--- config.mk ---
export PLATFORM = sky130hd
export DESIGN_NAME = pollard_ctrl
export DESIGN_NICKNAME = d
export VERILOG_FILES = /design/src/rtl/pollard_pkg.sv /design/src/rtl/pollard_gcd_classify.sv /design/src/rtl/pollard_ctrl.sv
export SDC_FILE = /design/constraint.sdc
export NUM_CORES = 1
export LEC_CHECK = 0
export ABC_CLOCK_PERIOD_IN_PS = 3400
export CAP_MARGIN = 25
export CORE_MARGIN = 1.5
export CORE_UTILIZATION = 47
export DETAILED_ROUTE_END_ITERATION = 10
export PLACE_DENSITY = 0.83
export SETUP_SLACK_MARGIN = 0.1
export SLEW_MARGIN = 20
export SYNTH_ARGS = -nofsm -noshare
export SYNTH_HDL_FRONTEND = slang
export SYNTH_SLANG_ARGS = --single-unit
--- constraint.sdc ---
create_clock -name clk -period 3.4 [get_ports clk]
set_clock_uncertainty 0.15 [all_clocks]
set_input_delay 0.68 -clock clk [delete_from_list [all_inputs] [get_ports clk]]
set_output_delay 0.68 -clock clk [all_outputs]
set_load 0.005 [all_outputs]
--- src/rtl/pollard_pkg.sv ---
// pollard_pkg: shared types and constants for the Pollard p-1 sequencer.
//   state_e    - controller FSM states
//   *_DEF      - default operand/factor/index widths
//   FACTOR_TWO - factor reported for even n
package pollard_pkg;

  localparam int N_W_DEF = 64;
  localparam int F_W_DEF = 32;
  localparam int K_W_DEF = 8;

  localparam int FACTOR_TWO = 2;

  typedef enum logic [2:0] {
    S_IDLE,
    S_CHECK,
    S_EXP_REQ,
    S_EXP_WAIT,
    S_GCD_REQ,
    S_GCD_WAIT,
    S_EVAL,
    S_FINISH
  } state_e;

endpackage

--- src/rtl/pollard_gcd_classify.sv ---
// pollard_gcd_classify: combinational verdict on a gcd result g against n.
//   g_i, n_i    - gcd value and modulus
//   trivial_o   - g == 1, keep iterating
//   overshoot_o - g >= n, all prime factors collapsed together
//   too_wide_o  - nontrivial factor that does not fit in F_W bits
//   valid_o     - nontrivial factor that fits in F_W bits
module pollard_gcd_classify #(
  parameter int N_W = 64,
  parameter int F_W = 32
) (
  input  logic [N_W-1:0] g_i,
  input  logic [N_W-1:0] n_i,
  output logic           trivial_o,
  output logic           overshoot_o,
  output logic           too_wide_o,
  output logic           valid_o
);

  logic in_range;
  logic hi_zero;

  assign in_range    = (g_i > N_W'(1)) && (g_i < n_i);
  assign hi_zero     = (g_i[N_W-1:F_W] == '0);
  assign trivial_o   = (g_i == N_W'(1));
  assign overshoot_o = (g_i >= n_i);
  assign too_wide_o  = in_range && !hi_zero;
  assign valid_o     = in_range && hi_zero;

endmodule

--- src/rtl/pollard_ctrl.sv ---
// pollard_ctrl: restartable sequencer for Pollard p-1 factoring.
//   clk, rst_n          - clock, async active-low reset
//   start, n, bound     - request, number to factor, smoothness bound
//   busy, done          - in-progress flag, one-cycle completion pulse
//   found, prime1       - result, held until the next accepted start
//   exp_*               - handshake/operands to the modexp engine (a^k mod n)
//   gcd_*               - handshake/operands to the gcd engine (gcd(a-1, n))
module pollard_ctrl
  import pollard_pkg::*;
#(
  parameter int N_W = N_W_DEF,
  parameter int F_W = F_W_DEF,
  parameter int K_W = K_W_DEF
) (
  input  logic           clk,
  input  logic           rst_n,
  input  logic           start,
  input  logic [N_W-1:0] n,
  input  logic [K_W-1:0] bound,
  output logic           busy,
  output logic           done,
  output logic           found,
  output logic [F_W-1:0] prime1,
  output logic           exp_start,
  output logic [N_W-1:0] exp_base,
  output logic [N_W-1:0] exp_mod,
  output logic [K_W-1:0] exp_e,
  input  logic           exp_done,
  input  logic [N_W-1:0] exp_result,
  output logic           gcd_start,
  output logic [N_W-1:0] gcd_x,
  output logic [N_W-1:0] gcd_y,
  input  logic           gcd_done,
  input  logic [N_W-1:0] gcd_result
);

  state_e         state_q;
  logic [N_W-1:0] n_q, a_q, g_q;
  logic [K_W-1:0] bound_q, k_q;
  logic           busy_q, done_q, found_q;
  logic [F_W-1:0] prime1_q;
  logic           exp_start_q, gcd_start_q;
  logic [N_W-1:0] exp_base_q, exp_mod_q, gcd_x_q, gcd_y_q;
  logic [K_W-1:0] exp_e_q;
  logic           g_trivial, g_overshoot, g_too_wide, g_valid;

  pollard_gcd_classify #(.N_W(N_W), .F_W(F_W)) u_classify (
    .g_i        (g_q),
    .n_i        (n_q),
    .trivial_o  (g_trivial),
    .overshoot_o(g_overshoot),
    .too_wide_o (g_too_wide),
    .valid_o    (g_valid)
  );

  always_ff @(posedge clk or negedge rst_n) begin
    if (!rst_n) begin
      state_q     <= S_IDLE;
      n_q         <= '0;
      a_q         <= '0;
      g_q         <= '0;
      bound_q     <= '0;
      k_q         <= '0;
      busy_q      <= 1'b0;
      done_q      <= 1'b0;
      found_q     <= 1'b0;
      prime1_q    <= '0;
      exp_start_q <= 1'b0;
      gcd_start_q <= 1'b0;
      exp_base_q  <= '0;
      exp_mod_q   <= '0;
      exp_e_q     <= '0;
      gcd_x_q     <= '0;
      gcd_y_q     <= '0;
    end else begin
      // pulses default low; operands hold until the next request
      exp_start_q <= 1'b0;
      gcd_start_q <= 1'b0;
      done_q      <= 1'b0;
      case (state_q)
        S_IDLE: if (start) begin
          n_q      <= n;
          bound_q  <= bound;
          found_q  <= 1'b0;
          prime1_q <= '0;
          a_q      <= N_W'(2);
          k_q      <= K_W'(2);
          busy_q   <= 1'b1;
          state_q  <= S_CHECK;
        end
        S_CHECK: begin
          if (!n_q[0]) begin
            found_q  <= 1'b1;
            prime1_q <= F_W'(FACTOR_TWO);
            done_q   <= 1'b1;
            state_q  <= S_FINISH;
          end else if ((n_q < N_W'(4)) || (bound_q < K_W'(2))) begin
            done_q  <= 1'b1;
            state_q <= S_FINISH;
          end else begin
            exp_start_q <= 1'b1;
            exp_base_q  <= a_q;
            exp_e_q     <= k_q;
            exp_mod_q   <= n_q;
            state_q     <= S_EXP_REQ;
          end
        end
        S_EXP_REQ: state_q <= S_EXP_WAIT;
        S_EXP_WAIT: if (exp_done) begin
          a_q         <= exp_result;
          gcd_start_q <= 1'b1;
          // a == 0 would wrap a-1; n-1 gives the same gcd with n
          gcd_x_q     <= (exp_result == '0) ? n_q - N_W'(1) : exp_result - N_W'(1);
          gcd_y_q     <= n_q;
          state_q     <= S_GCD_REQ;
        end
        S_GCD_REQ: state_q <= S_GCD_WAIT;
        S_GCD_WAIT: if (gcd_done) begin
          g_q     <= gcd_result;
          state_q <= S_EVAL;
        end
        S_EVAL: begin
          if (g_valid) begin
            found_q  <= 1'b1;
            prime1_q <= g_q[F_W-1:0];
            done_q   <= 1'b1;
            state_q  <= S_FINISH;
          end else if (g_trivial && (k_q != bound_q)) begin
            // bound compared before increment, so k never wraps
            k_q         <= k_q + K_W'(1);
            exp_start_q <= 1'b1;
            exp_base_q  <= a_q;
            exp_e_q     <= k_q + K_W'(1);
            exp_mod_q   <= n_q;
            state_q     <= S_EXP_REQ;
          end else begin
            // overshoot, too wide, bound exhausted, or degenerate g == 0
            done_q  <= 1'b1;
            state_q <= S_FINISH;
          end
        end
        S_FINISH: begin
          busy_q  <= 1'b0;
          state_q <= S_IDLE;
        end
        default: state_q <= S_IDLE;
      endcase
    end
  end

  assign busy      = busy_q;
  assign done      = done_q;
  assign found     = found_q;
  assign prime1    = prime1_q;
  assign exp_start = exp_start_q;
  assign exp_base  = exp_base_q;
  assign exp_mod   = exp_mod_q;
  assign exp_e     = exp_e_q;
  assign gcd_start = gcd_start_q;
  assign gcd_x     = gcd_x_q;
  assign gcd_y     = gcd_y_q;

endmodule

* Word level (Yosys, flattened, before mapping)
Cells that the tools add are included.
** Operators by class
- Add/sub/neg operators :: 3
- Magnitude comparators :: 4
- Equality and inequality tests :: 18
- Muxes and demuxes :: 51
- Reductions and logical operators :: 21
** Operator list (count)
- 64-bit two-way mux :: 11
- 64-bit case mux with 2 select lines :: 3
- 64-bit by 1-bit subtractor with 64-bit output, second input constant :: 2
- 32-bit two-way mux :: 3
- 32-bit case mux with 3 select lines :: 1
- 64-bit by 1-bit equality test with 1-bit output, second input constant :: 1
- 64-bit by 1-bit greater-than comparator with 1-bit output, second input constant :: 1
- 64-bit logical NOT :: 1
- 64-bit by 3-bit < comparator with 1-bit output, second input constant :: 1
- 64-bit < comparator :: 1
- 8-bit two-way mux :: 5
- 32-bit logical NOT :: 1
- 8-bit case mux with 2 select lines :: 2
- 3-bit case mux with 8 select lines :: 1
- 3-bit two-way mux :: 7
- 2-bit inequality test, second input constant :: 9
- 1-bit two-way mux :: 14
- 3-bit equality test, second input constant :: 4
- 8-bit by 1-bit adder with 8-bit output, second input constant :: 1
- 8-bit by 2-bit < comparator with 1-bit output, second input constant :: 1
- 8-bit inequality test :: 1
- 2-bit AND reduction :: 4
- 4-bit AND reduction :: 2
- 2-bit nonzero test :: 4
- other kinds (10) :: 16
** Word-level totals
- Flip-flop bits (word level) :: 512
- Input bits :: 205
- Output and inout bits :: 301

* Depth between registers and ports, before layout
- Word-level depth :: 5
- Mapped depth :: 16
- Mapped depth without buffers :: 13

* By module
From an unflattened synthesis, not the netlist that was laid out.
** Unflattened totals
- Cell total of the unflattened synthesis :: 2316
- Area total of the unflattened synthesis :: 24247.0 sq um
** By module, submodules not included
- pollard_ctrl :: times used 1, cells each 2063, area each 22427.8 sq um, seq. area each 12812.3 sq um
- pollard_gcd_classify :: times used 1, cells each 253, area each 1819.2 sq um, seq. area each 0.0 sq um

* Least setup slack after synthesis
Ideal clock, no wire load.
- Path kind :: input to register
- From :: input port exp_result[34]
- To :: register gcd_x_q[28] (netlist: gcd_x[28])
- Setup time :: 0.141 ns
- Data arrival time :: 3.655 ns
- Required time :: 3.109 ns
- Slack :: -0.546 ns
- Stages on the path :: 16
- Buffers on the path :: 3
- Cells stage by stage :: or4_4 nor4_4 nand4_2 nor2_2 buf_2 buf_2 a21oi_1 ha_1 nor2b_1 nand3_1 a31oi_4 nand3_1 buf_2 nor3_1 a32oi_1 a31oi_1
** Between the ends
- Word-level cells in the longest chain between the ends :: 2
** Ends and longest elaborated chain
- from (decl) :: RTL line pollard_ctrl.sv:29 : input logic [N_W-1:0] exp_result,
- 64-bit logical NOT :: RTL line pollard_ctrl.sv:113 : gcd_x_q <= (exp_result == '0) ? n_q - N_W'(1) : exp_result - N_W'(1);
- 64-bit two-way mux :: RTL line pollard_ctrl.sv:113
- to (signal assigned) :: RTL line pollard_ctrl.sv:113
- to (decl) :: RTL line pollard_ctrl.sv:43 : logic [N_W-1:0] exp_base_q, exp_mod_q, gcd_x_q, gcd_y_q;
Every way passes these cells.
A chain may end at the register's enable or synchronous reset.

* Final worst setup path
- From :: register n_q[38]
- To :: register exp_base_q[4] (netlist: exp_base[4])
** Between the ends
- Word-level cells in the longest chain between the ends :: 5
- Elaborated cells on any way between the ends :: 8
- Classes of those cells :: 2 x order compare; 2 x eq/ne; 4 x reduce/logical
** Ends and longest elaborated chain
- from (decl) :: RTL line pollard_ctrl.sv:38 : logic [N_W-1:0] n_q, a_q, g_q;
- from (signal assigned) :: RTL line pollard_ctrl.sv:82 : n_q <= n;
- 64-bit < comparator :: RTL line pollard_gcd_classify.sv:22 : assign in_range = (g_i > N_W'(1)) && (g_i < n_i);
- 1-bit logical AND :: RTL line pollard_gcd_classify.sv:22
- 1-bit logical AND :: RTL line pollard_gcd_classify.sv:27 : assign valid_o = in_range && hi_zero;
- 2-bit inequality test (no line)
- 5-bit AND reduction (no line) (*)
- to (signal assigned) :: RTL line pollard_ctrl.sv:102 : exp_base_q <= a_q;
- to (signal assigned) :: RTL line pollard_ctrl.sv:132 : exp_base_q <= a_q;
- to (decl) :: RTL line pollard_ctrl.sv:43
Mark *: on every way between the ends. The rest lies on a longest branch, timed or not.

==> results.cfg <==
[timing]
finalHoldViolCount = 0
setup_viol = 0
worstMarginPinSlew_ps = 750
slew_headroom_pct = 50.0
hold_ws_ps = 328
min_period_ps = 3260
maxSlewViolCount = 0
fmax_mhz = 307
finalCritPeriodShare_pct = 95.9
setup_tns_ps = 0
rsz0062_at_grt = true

[clocking]
cts.sinks = 512
htreeDepth = 2
cts_inserted_buffers = 54
cts_root_buf = clkbuf_16
cts_tree = yes
clock_latency_ps = 620
clk_pin_slew_ps = 60
clockBufferDepth = 3

[drt]
dr.pass1.iters = 5
avgViaCountPerCell = 5.70
drtIter0Drc = 1709
drc_errors = 0
drtAntennaViolNets = 0
via_count = 21271
wl_per_cell_um = 23.8
routed_wirelength_um = 88600

[global_route]
grt_pass1_wl_um = 133000
grtUsageTotal_pct = 33.3
grt_max_degree = 136
grt.overflow.total = 0
antenna_found_initial = 15
grt_pass1_vias = 21513

[synth]
syn_area_um2 = 24000
synth_most_common_cell = dfrtp_1
post_synth_num_cell_types = 82
synth.avg_cell_area_um2 = 10.4
synth_top_cells_by_area = dfrtp_1, mux2_2, nand2_1, o21ai_0, ha_1
async_flop_share_pct = 100
synthCells = 2303
yosysWarningCount = 0
ys.flop_type = dfrtp_1
ys_seq_elements = 512
synth_top_area_share_pct = 53.5
synth_edf_count = 0
synth.largest_area_cell = dfrtp_1
synth-seq-area-share_pct = 53.5
synthTopCellsByCount = dfrtp_1, nand2_1, o21ai_0
syn-num-nets = 2574

[place]
hpwl_um = 67600
place_congestion = 0.956
port_buffers = 505

[finish]
syn2layout_area_growth_pct = 40.6
multiInputGateArea_um2 = 10500
ff_latch_area_um2 = 12800
layout-drive-gt1-share_pct = 20.0
fin_nets = 3277
fill_cells = 3730

[setup_path]
worstSetupStartpointType = flip-flop
worstPathArrival_ps = 3590
criticalPathCategory = reg -> reg
cp-end-kind = flip-flop
cp-endpoint = exp_base[4]
cp_max_fo = 49
r2r-end = exp_base[4]
crit_start = n_q[38]
r2r_cells = 8
regToRegSetupSlack_ps = 140
required_ps = 3730
rr_startpoint = n_q[38]

[power_and_ir_drop]
ir_drop_uv = 628
power_density_nw_per_um2 = 863
power.leakage_nw = 15.5

[floorplan]
die_h_um = 229
coreArea_um2 = 50300
rows = 82
start_util_pct = 47.7
die_w_um = 229
num_io_pins = 506
die_area_um2 = 52400

[outcome]
status = finished clean

[run]
drv_cap = 0

[worst_hold_path]
hold_class = reg -> reg
==> state kept, by name, summed over array words and instances, names as in the netlist <==
name and cells:
exp_mod 64, gcd_x 64, gcd_y 64, bound_q 8
a_q 64, exp_base 64, exp_e 8, exp_start 1
busy 1, g_q 64, state_q 3, k_q 8
found 1, prime1 32, n_q 64, gcd_start 1
done 1
==> placed cells by master, fill, tap and decap left out, types with 5 or more instances in the layout <==
cell | synthesis | layout
dfrtp_1 | 512 | 512
clkdlybuf4s50_1 | 0 | 472
nand2_1 | 405 | 403
o21ai_0 | 271 | 258
buf_4 | 1 | 238
mux2_2 | 161 | 161
inv_1 | 112 | 112
a21oi_1 | 95 | 93
nor2_1 | 84 | 80
ha_1 | 66 | 65
clkbuf_16 | 0 | 55
nor3_1 | 53 | 50
a21o_1 | 36 | 36
xor2_1 | 35 | 35
mux2i_1 | 34 | 34
mux2_4 | 32 | 32
dlymetal6s2s_1 | 0 | 28
nand4_1 | 27 | 27
nor4_1 | 31 | 26
xnor2_1 | 25 | 25
nand3_1 | 23 | 20
o21ai_1 | 10 | 20
a31oi_1 | 18 | 18
buf_12 | 0 | 17
clkbuf_8 | 0 | 13
clkinv_2 | 0 | 10
diode_2 | 0 | 9
or3_1 | 9 | 9
o211ai_1 | 9 | 9
nor4_2 | 4 | 8
o2111ai_1 | 8 | 7
clkbuf_1 | 89 | 7
and3_1 | 8 | 6
o2bb2ai_1 | 6 | 6
o31a_1 | 5 | 5
and2_1 | 5 | 5
nor2b_1 | 6 | 5
nand2b_1 | 5 | 5
==> how the worst min path moves through the flow <==
stage	start	cells past startpoint	end
final	gcd_x[27]	2	gcd_x[27]
after global routing	gcd_x[27]	2	gcd_x[27]
after CTS	gcd_x[27]	2	gcd_x[27]
after detailed placement	a_q[23]	2	a_q[23]
after global placement	a_q[23]	2	a_q[23]
after floorplan	rst_n	0	a_q[0]
==> power breakdown <==
group / total (W) / internal (W) / switching (W)
clock: 0.00613 / 0.00357 / 0.00256
combinational: 0.0119 / 0.00615 / 0.00576
sequential: 0.0110 / 0.00870 / 0.00234
==> timing repair <==
action,4_1_cts,5_1_grt
hold buffers,1,0
gates resized for setup,8,57
endpoints found under the setup margin,108,78
setup buffers,4,8
pin swaps,6,18
endpoints found under the hold margin,57,0
==> metal layers <==
layer	track usage [%]	wire length (µm)	up-vias
met3	6.85	7660	204
met1	44.6	36000	10576
met2	52.0	40700	1037
li1	-	-	9444
met4	15.8	4220	10
met5	0	63	-
==> kinds of logic (layout without fill, tap and decap cells) <==
group                    after synthesis  in the layout  share of synthesized area [%]
AND/OR/NAND/NOR                      702            702                           13.6
flip-flops                           512            512                           53.5
AO/OA/AOI/OAI                        505            505                           12.4
buffers and inverters                230            975                           3.91
multiplexers                         228            228                           11.0
adder cells (fa/ha/maj)               66             66                           3.45
XOR/XNOR                              60             60                           2.19
other                                  0              9                              0
==> final cells by class <==
type,instances,area share (%)
diodes,9,0.0668
clock buffers,75,4.69
clock inverters,23,0.772
inverters,113,1.26
multi-input cells,1561,31.1
flip-flops and latches,512,38.0
well taps,672,2.49
repair buffers,764,21.6
==> per-stage QoR <==
step	area, µm²	setup slack, ps	total power, W	cells	util [%]
2_1_floorplan	24100	-273	0.0156	2303	-
3_3_place_gp	31600	-668	0.0221	3611	62.8
3_5_place_dp	31600	-724	0.0227	3611	62.8
4_1_cts	33500	60.4	0.0290	3714	66.6
5_1_grt	33700	29.7	0.0306	3728	67.0
6_report	33700	139	0.0291	3729	67.0
==> critical path, stage by stage, from the launching register on <==
cell     delay [ps]
dfrtp_1         380
or4_4           610
or3_1           380
buf_4           180
nor2_2          170
a41oi_2         240
a41o_4          430
buf_12          220
mux2_2          310
No activity file was read; power rests on OpenSTA's default activity.
